--- src/rtl/uart_tx_fifo.sv ---
// uart_tx_fifo
// Buffered 8N1 UART transmitter. CPU byte stores are queued in a small
// circular FIFO. A baud-rate state machine drains the FIFO onto the serial line.
//
// Ports
//   i_clk          system clock, all state on the rising edge
//   i_rst          synchronous active-high reset
//   i_wr_en        push request, one byte per asserted cycle
//   i_wr_data      byte to push, sampled only when the push is accepted
//   i_clr_overflow clears the sticky overflow flag (a same-cycle set wins)
//   o_tx           serial line, idle high, registered
//   o_busy         high while a frame is on the line
//   o_full         queued count == FIFO_DEPTH
//   o_empty        queued count == 0
//   o_count        bytes queued, excluding the byte being shifted
//   o_overflow     sticky: a push was dropped because the FIFO was full
//
// state   | meaning
// --------+-----------------------------------------------
// S_IDLE  | line high, waiting for a queued byte
// S_START | start bit (low) for CLKS_PER_BIT cycles
// S_DATA  | 8 data bits LSB first, CLKS_PER_BIT cycles each
// S_STOP  | stop bit (high), then chain the next byte or go idle
module uart_tx_fifo #(
  parameter int CLK_FREQ   = 25000000,
  parameter int UART_BAUD  = 115200,
  parameter int FIFO_DEPTH = 16
) (
  input  logic                             i_clk,
  input  logic                             i_rst,
  input  logic                             i_wr_en,
  input  logic [7:0]                       i_wr_data,
  input  logic                             i_clr_overflow,
  output logic                             o_tx,
  output logic                             o_busy,
  output logic                             o_full,
  output logic                             o_empty,
  output logic [$clog2(FIFO_DEPTH+1)-1:0]  o_count,
  output logic                             o_overflow
);

  localparam int CLKS_PER_BIT = CLK_FREQ / UART_BAUD;
  localparam int AW = (FIFO_DEPTH > 1) ? $clog2(FIFO_DEPTH) : 1;
  localparam int CW = $clog2(FIFO_DEPTH + 1);
  localparam int BW = (CLKS_PER_BIT > 1) ? $clog2(CLKS_PER_BIT) : 1;

  localparam logic [BW-1:0] BAUD_LAST = BW'(CLKS_PER_BIT - 1);
  localparam logic [CW-1:0] DEPTH_CNT = CW'(FIFO_DEPTH);

  typedef enum logic [1:0] {
    S_IDLE,
    S_START,
    S_DATA,
    S_STOP
  } state_t;

  // FIFO storage and bookkeeping
  logic [7:0]    mem [FIFO_DEPTH];
  logic [AW-1:0] wr_ptr_q;
  logic [AW-1:0] rd_ptr_q;
  logic [CW-1:0] count_q;
  logic [CW-1:0] count_n;
  logic          full_q;
  logic          empty_q;
  logic          ovf_q;
  logic          push_ok;
  logic          pop;

  // Transmitter
  state_t        state_q, state_n;
  logic [BW-1:0] baud_q, baud_n;
  logic [2:0]    bit_q, bit_n;
  logic [7:0]    shift_q, shift_n;
  logic          tx_q, tx_n;
  logic          baud_last;

  // Fullness is judged on the registered count, so a pop in the same
  // cycle never makes room for a push into a full FIFO.
  assign push_ok   = i_wr_en && (count_q != DEPTH_CNT);
  assign baud_last = (baud_q == BAUD_LAST);

  always_comb begin
    count_n = count_q;
    case ({push_ok, pop})
      2'b10:   count_n = count_q + CW'(1);
      2'b01:   count_n = count_q - CW'(1);
      default: count_n = count_q;
    endcase
  end

  always_ff @(posedge i_clk) begin
    if (!i_rst && push_ok) begin
      mem[wr_ptr_q] <= i_wr_data;
    end
  end

  always_ff @(posedge i_clk) begin
    if (i_rst) begin
      wr_ptr_q <= '0;
      rd_ptr_q <= '0;
      count_q  <= '0;
      full_q   <= 1'b0;
      empty_q  <= 1'b1;
      ovf_q    <= 1'b0;
    end else begin
      if (push_ok) wr_ptr_q <= wr_ptr_q + AW'(1);
      if (pop)     rd_ptr_q <= rd_ptr_q + AW'(1);
      count_q <= count_n;
      full_q  <= (count_n == DEPTH_CNT);
      empty_q <= (count_n == '0);
      if (i_wr_en && !push_ok) begin
        ovf_q <= 1'b1;
      end else if (i_clr_overflow) begin
        ovf_q <= 1'b0;
      end
    end
  end

  always_ff @(posedge i_clk) begin
    if (i_rst) begin
      state_q <= S_IDLE;
      baud_q  <= '0;
      bit_q   <= '0;
      shift_q <= '0;
      tx_q    <= 1'b1;
    end else begin
      state_q <= state_n;
      baud_q  <= baud_n;
      bit_q   <= bit_n;
      shift_q <= shift_n;
      tx_q    <= tx_n;
    end
  end

  always_comb begin
    state_n = state_q;
    baud_n  = baud_q;
    bit_n   = bit_q;
    shift_n = shift_q;
    tx_n    = tx_q;
    pop     = 1'b0;
    case (state_q)
      S_IDLE: begin
        tx_n   = 1'b1;
        baud_n = '0;
        if (count_q != '0) begin
          pop     = 1'b1;
          shift_n = mem[rd_ptr_q];
          tx_n    = 1'b0;
          state_n = S_START;
        end
      end
      S_START: begin
        if (baud_last) begin
          baud_n  = '0;
          bit_n   = '0;
          tx_n    = shift_q[0];
          state_n = S_DATA;
        end else begin
          baud_n = baud_q + BW'(1);
        end
      end
      S_DATA: begin
        if (baud_last) begin
          baud_n = '0;
          if (bit_q == 3'd7) begin
            tx_n    = 1'b1;
            state_n = S_STOP;
          end else begin
            // Shift so the next bit to send is always at shift[0].
            bit_n   = bit_q + 3'd1;
            shift_n = {1'b0, shift_q[7:1]};
            tx_n    = shift_q[1];
          end
        end else begin
          baud_n = baud_q + BW'(1);
        end
      end
      S_STOP: begin
        if (baud_last) begin
          baud_n = '0;
          if (count_q != '0) begin
            // Chain straight into the next start bit: no idle gap.
            pop     = 1'b1;
            shift_n = mem[rd_ptr_q];
            tx_n    = 1'b0;
            state_n = S_START;
          end else begin
            tx_n    = 1'b1;
            state_n = S_IDLE;
          end
        end else begin
          baud_n = baud_q + BW'(1);
        end
      end
      default: begin
        tx_n    = 1'b1;
        baud_n  = '0;
        state_n = S_IDLE;
      end
    endcase
  end

  assign o_tx       = tx_q;
  assign o_busy     = (state_q != S_IDLE);
  assign o_full     = full_q;
  assign o_empty    = empty_q;
  assign o_count    = count_q;
  assign o_overflow = ovf_q;

endmodule

--- config.mk ---
export PLATFORM = sky130hd
export DESIGN_NAME = uart_tx_fifo
export DESIGN_NICKNAME = d
export VERILOG_FILES = /design/src/rtl/uart_tx_fifo.sv
export SDC_FILE = /design/constraint.sdc
export NUM_CORES = 1
export LEC_CHECK = 0
export ABC_AREA = 1
export CAP_MARGIN = 20
export CORE_MARGIN = 8
export CORE_UTILIZATION = 61
export CTS_CLUSTER_DIAMETER = 50
export DETAILED_ROUTE_END_ITERATION = 8
export HOLD_SLACK_MARGIN = 0.12
export PLACE_DENSITY = 0.9
export SLEW_MARGIN = 20
export SYNTH_ARGS = -nofsm -noshare
export SYNTH_HDL_FRONTEND = slang
export SYNTH_SLANG_ARGS = --single-unit
export TNS_END_PERCENT = 100
--- constraint.sdc ---
create_clock -name i_clk -period 3.3 [get_ports i_clk]
set_clock_uncertainty 0.15 [all_clocks]
set_input_delay 0.99 -clock i_clk [delete_from_list [all_inputs] [get_ports i_clk]]
set_output_delay 0.99 -clock i_clk [all_outputs]
set_load 0.02 [all_outputs]
# --- Yosys cells after proc, flatten, opt, wreduce, memory -nomap -nowiden ---
# Memory sizes are Yosys's and may differ from the RTL's. A register that Yosys moved wholly into a read port is not among the register bits.
# Cells that the tools add are included.
classes:
  n_addsub: 6
  eq_ne: 15
  n_mux: 34
  reduce_logical: 17
ops:
  columns: ["operator", "count"]
  rows:
  - ["$mux 8", 5]
  - ["$pmux 8 s3", 1]
  - ["$pmux 8 s2", 1]
  - ["$mux 1", 12]
  - ["$ne 2x2->1 const B", 6]
  - ["$mux 2", 5]
  - ["$pmux 5 s2", 1]
  - ["$mux 3", 3]
  - ["$add 4x1->4 const B", 2]
  - ["$add 8x1->8 const B", 1]
  - ["$eq 8x8->1 const B", 1]
  - ["$mux 4", 2]
  - ["$pmux 2 s4", 1]
  - ["$reduce_and 4->1", 2]
  - ["$eq 2x2->1 const B", 3]
  - ["$pmux 3 s2", 1]
  - ["$reduce_bool 2->1", 3]
  - ["$add 5x1->5 const B", 1]
  - ["$eq 5x5->1 const B", 1]
  - ["$logic_not 5->1", 1]
  - ["$ne 5x5->1 const B", 1]
  - ["$reduce_and 5->1", 1]
  - ["$reduce_bool 5->1", 1]
  - ["$sub 5x1->5 const B", 1]
  - ["11 further kinds", 15]
totals:
  register_bits: 38
  ram_bits: 128
  in_bits: 12
  out_inout_bits: 10
  n_memories: 1
mem_list:
  columns: ["memory", "words", "width", "rd", "rd_clocked_by_memory_dff", "wr", "line_no", "source"]
  rows:
  - ["mem", 16, 8, 1, 1, 1, "58", "logic [7:0] mem [FIFO_DEPTH];"]

# --- Depth between registers and ports, before layout ---
depth:
  depth_word: 7
  depth_mapped: 21

# --- Least setup slack after synthesis ---
# OpenSTA, ideal clock, no wires.
synth_timing:
  path_kind: "in2reg"
  start: "input port i_wr_en"
  end: "register empty_q (netlist: o_empty)"
  t_arrival_ps: 2319
  t_required_ps: 3016
  slack_ps: 697
  path_stages: 13
  cell_sequence: "nand2_1 > ha_1 > xor2_1 > ha_1 > inv_1 > nand2_1 > nand3_1 > nand2_1 > nand2_1 > nand2_1 > nand2_1 > o21ai_0 > o21ai_0"
synth_via:
  elab_chain_cells: 4
  word_cells_on_any_way: 5
  classes_between: "2 x eq/ne; 1 x mux; 2 x reduce/logical"
synth_rtl:
  columns: ["item", "line_no", "source"]
  rows:
  - ["start: declaration", "31", "input logic i_wr_en,"]
  - ["$logic_and 1x1->1 (*)", "79", "assign push_ok = i_wr_en && (count_q != DEPTH_CNT);"]
  - ["$eq 2x1->1 or $eq 2x2->1 (tied branches)", "84", "case ({push_ok, pop})"]
  - ["$pmux 5 s2 (*)", "84", null]
  - ["$logic_not 5->1 (*)", "110", "empty_q <= (count_n == '0);"]
  - ["end signal: assignment", "110", null]
  - ["end: declaration", "64", "logic empty_q;"]
# Every way passes the cells marked *; elsewhere a longest branch is shown, timed or not.
# A chain may end at the register's enable or synchronous reset.

# --- Worst setup path after layout ---
layout_timing:
  start: "register state_q[0]"
  end: "output port o_busy"
layout_via:
  elab_chain_cells: 1
layout_rtl:
  columns: ["item", "line_no", "source"]
  rows:
  - ["start: declaration", "70", "state_t state_q, state_n;"]
  - ["start signal: assignment", "127", "state_q <= state_n;"]
  - ["$reduce_bool 2->1", "205", "assign o_busy = (state_q != S_IDLE);"]
  - ["end: declaration", "35", "output logic o_busy,"]
# Every way passes these cells.

==> results by group <==
Status
  – Outcome: finished, final reports clean

GRT
  – Vias in the first global route: 5617
  – GRT Overall Usage: 22.86%
  – Largest net degree at the start of global routing: ~70
  – Antenna violations before repair: 0
  – Grt total ovfl: 0
  – First-pass GRT wire length: 28480 um

Floorplanning
  – Die Y: 127.0 um
  – Die area: 16130 um^2
  – Row count: 40
  – Core area: 12010 um^2
  – Initial Util: 62.56%
  – Die W: 127.0 um
  – I/O Pins: 22

Worst setup path
  – Worst Path Max Fanout: 6
  – Critical path capture point type: primary output
  – Cell mode on critical path: inv_1
  – CP Class: reg -> out
  – Worst EP arrival: 1920 ps
  – Flop2flop setup slack: approximately 360 ps
  – Longest individual stage delay on the worst path: around 640 ps
  – Slowest CP cell: clkdlybuf4s50_1
  – CP startpoint kind: register
  – CP delay by family, top: buffers and inverters
  – CP Cell Sequence: inv_1, ha_1, inv_1, clkdlybuf4s50_1
  – Required time of the worst setup path: 2160 ps
  – Buffers plus inverters on the worst setup path: 3

STA
  – Final hold violation count: 0
  – Unrepaired setup endpoints after global routing: no
  – Fmax: approximately 330 MHz
  – Worst hold slack: 317.3 ps
  – Fin crit period: just over 3000 ps
  – Final Cycle Share: 92.80%
  – Slew Viols, Final: 0
  – Final setup TNS: 0 ps
  – Worst-Margin Slew: 1005 ps
  – Slew margin rel.: 32.90%
  – # setup viols final: 0

Logic synthesis
  – Library cells used by synthesis: 33
  – Yosys top cell by area: edfxtp_1
  – Post-Synthesis Cells: 777
  – #FFs+latches synth: 170
  – Synth top area cells: edfxtp_1 (51%), dfxtp_1 (11%), nand2_1 (10%)
  – Sequential-to-total area share from yosys stat: 62.34%
  – Share of the synthesized area in the top cell type: 51.15%
  – Synthesized area: 7515 um^2
  – Syn avg cell area: 9.671 um^2
  – Syn_nets: 806
  – Synthesis Warnings: 0

Routing
  – Drt wl/cell: 18.13 um
  – Post-DRT Antenna Nets: 0
  – # DRC: 0
  – DR pass1 iterations: 7
  – Final wirelength: 17590 um
  – Vias: 5764
  – Initial detailed-routing violation count: a little under 700
  – Vias per cell: 5.942

Job
  – Max-cap violation count: 0

Finish
  – Final Core Density: a little under three quarters
  – Antenna cells: 0
  – Most common cell after layout, fill and taps aside: nand2_1
  – Filler cell count: 754
  – Final Non-Filler Cells: 970
  – Number of nets in the layout: 839
  – Commonest cells after routing, fill and taps aside: nand2_1 (207), edfxtp_1 (128), nand3_1 (106)
  – Layout cells sized above 1: 8.505%
  – Synth-to-Final Area Change: 13.47%

Power and ir drop
  – Pwr Density: 758.2 nW/um^2
  – Final Total Pwr: 6.465 mW
  – Leak: 3.491 nW
  – Peak supply drop: 965.3 uV

Placement
  – Placed insts: about 940
  – Placer Congestion: 0.8766
  – Post-DP HPWL: about 10000 um
  – Port bufs: 21

Clock network
  – H-tree level count: 4
  – # Post-CTS Setup Buffers: 0
  – Clk Latency, worst-skew pair: approximately 440 ps
  – Clock buffer depth: 2
  – Clock transition at path regs: 60 ps
  – CTS Hold Bufs: 0
  – Clk sinks: 170
  – Root buffer cell: clkbuf_16
  – CTS buffer count: 17
  – TritonCTS clock tree: yes
  – Post_cts resized: 0

Min path
  – HP Class: reg -> reg
[routing by layer]
| layer | track usage (%) | vias to the layer above | share of wire (%) |
|---|---|---|---|
| li1 | - | 2633 | - |
| met1 | 26.83 | 2681 | 35 |
| met2 | 37.67 | 373 | 49 |
| met3 | 6.448 | 77 | 11 |
| met4 | 11.97 | 0 | 4.0 |
| met5 | 0 | - | 0 |
[logic make-up after synthesis]
family | after synthesis | synth area share (%)
multiplexers | 1 | 0.1332
buffers and inverters | 126 | 7.059
AO/OA/AOI/OAI | 68 | 5.228
XOR/XNOR | 7 | 0.8159
flip-flops | 170 | 62.34
AND/OR/NAND/NOR | 388 | 21.60
adder cells (fa/ha/maj) | 17 | 2.830
[registers in the layout, indices dropped and copies added (netlist names), named ones only]
signal,cells
mem,128
baud_q,8
shift_q,8
o_count,5
rd_ptr_q,4
wr_ptr_q,4
bit_q,3
state_q,2
o_empty,1
o_full,1
o_overflow,1
o_tx,1
[worst paths after layout]
kind / from / cells past startpoint / to
min: baud_q[0] / 1 / baud_q[0]
max: state_q[0] / 4 / o_busy
min reg2reg: baud_q[0] / 1 / baud_q[0]
max reg2reg: baud_q[0] / 20 / o_empty
[layout make-up]
class / instances / area, um^2 / share of cell area (%)
multi-input cells: 481 / 2302 / 27.00
inverters: 96 / 360.3 / 4.226
flip-flops and latches: 170 / 4686 / 54.95
clock buffers: 17 / 425.4 / 4.989
well taps: 147 / 183.9 / 2.157
clock inverters: 15 / 186.4 / 2.186
repair buffers: 44 / 382.9 / 4.490
[through the flow]
step,cell area (um^2),setup slack [ps]
floorplan,7515,697.1
global placement,7913,211.9
detailed placement,7913,151.6
CTS,8524,204.3
global route,8527,22.34
finish,8527,237.5
[synth_stat cells]
| cell type | count |
|---|---|
| nor3_1 | 2 |
| o21bai_1 | 1 |
| nand4_1 | 4 |
| buf_2 | 13 |
| a21oi_4 | 1 |
| nand3b_1 | 1 |
| nand2_1 | 207 |
| nor2_2 | 2 |
| xor2_1 | 4 |
| inv_2 | 4 |
| o211ai_1 | 6 |
| buf_1 | 2 |
| or2_2 | 2 |
| clkbuf_1 | 9 |
| edfxtp_1 | 128 |
| dfxtp_1 | 42 |
| and3_1 | 1 |
| a21oi_2 | 3 |
| mux2i_1 | 1 |
| o31ai_1 | 1 |
| o22a_1 | 1 |
| nor2_1 | 61 |
| xnor2_1 | 3 |
| o211a_1 | 1 |
| o21ai_0 | 28 |
| a31oi_1 | 1 |
| buf_4 | 1 |
| a21oi_1 | 25 |
| buf_6 | 5 |
| inv_1 | 92 |
| nand2_2 | 2 |
| nand3_1 | 106 |
| ha_1 | 17 |
[where the power goes]
part	internal (mW)	total [mW]	switching, mW
Sequential	2.45	2.56	0.108
Clock	1.21	2.05	0.848
Combinational	0.598	1.85	1.25
[worst reg2reg max path: stages, from the launching register on]
cell     delay (ps)
dfxtp_1         340
inv_1            70
ha_1            140
nand2_1          50
nor2_1          130
nand2_2         120
o21ai_0         160
nand2_1         140
inv_2           160
ha_2            280
xor2_1          220
ha_1            190
inv_1            60
nand2_1          90
nand3_1         100
nand2_1          80
nand2_1          50
nand2_1          60
nand2_1          40
o21ai_0          90
o21ai_0         130
No activity file was read; power rests on OpenSTA's default activity.
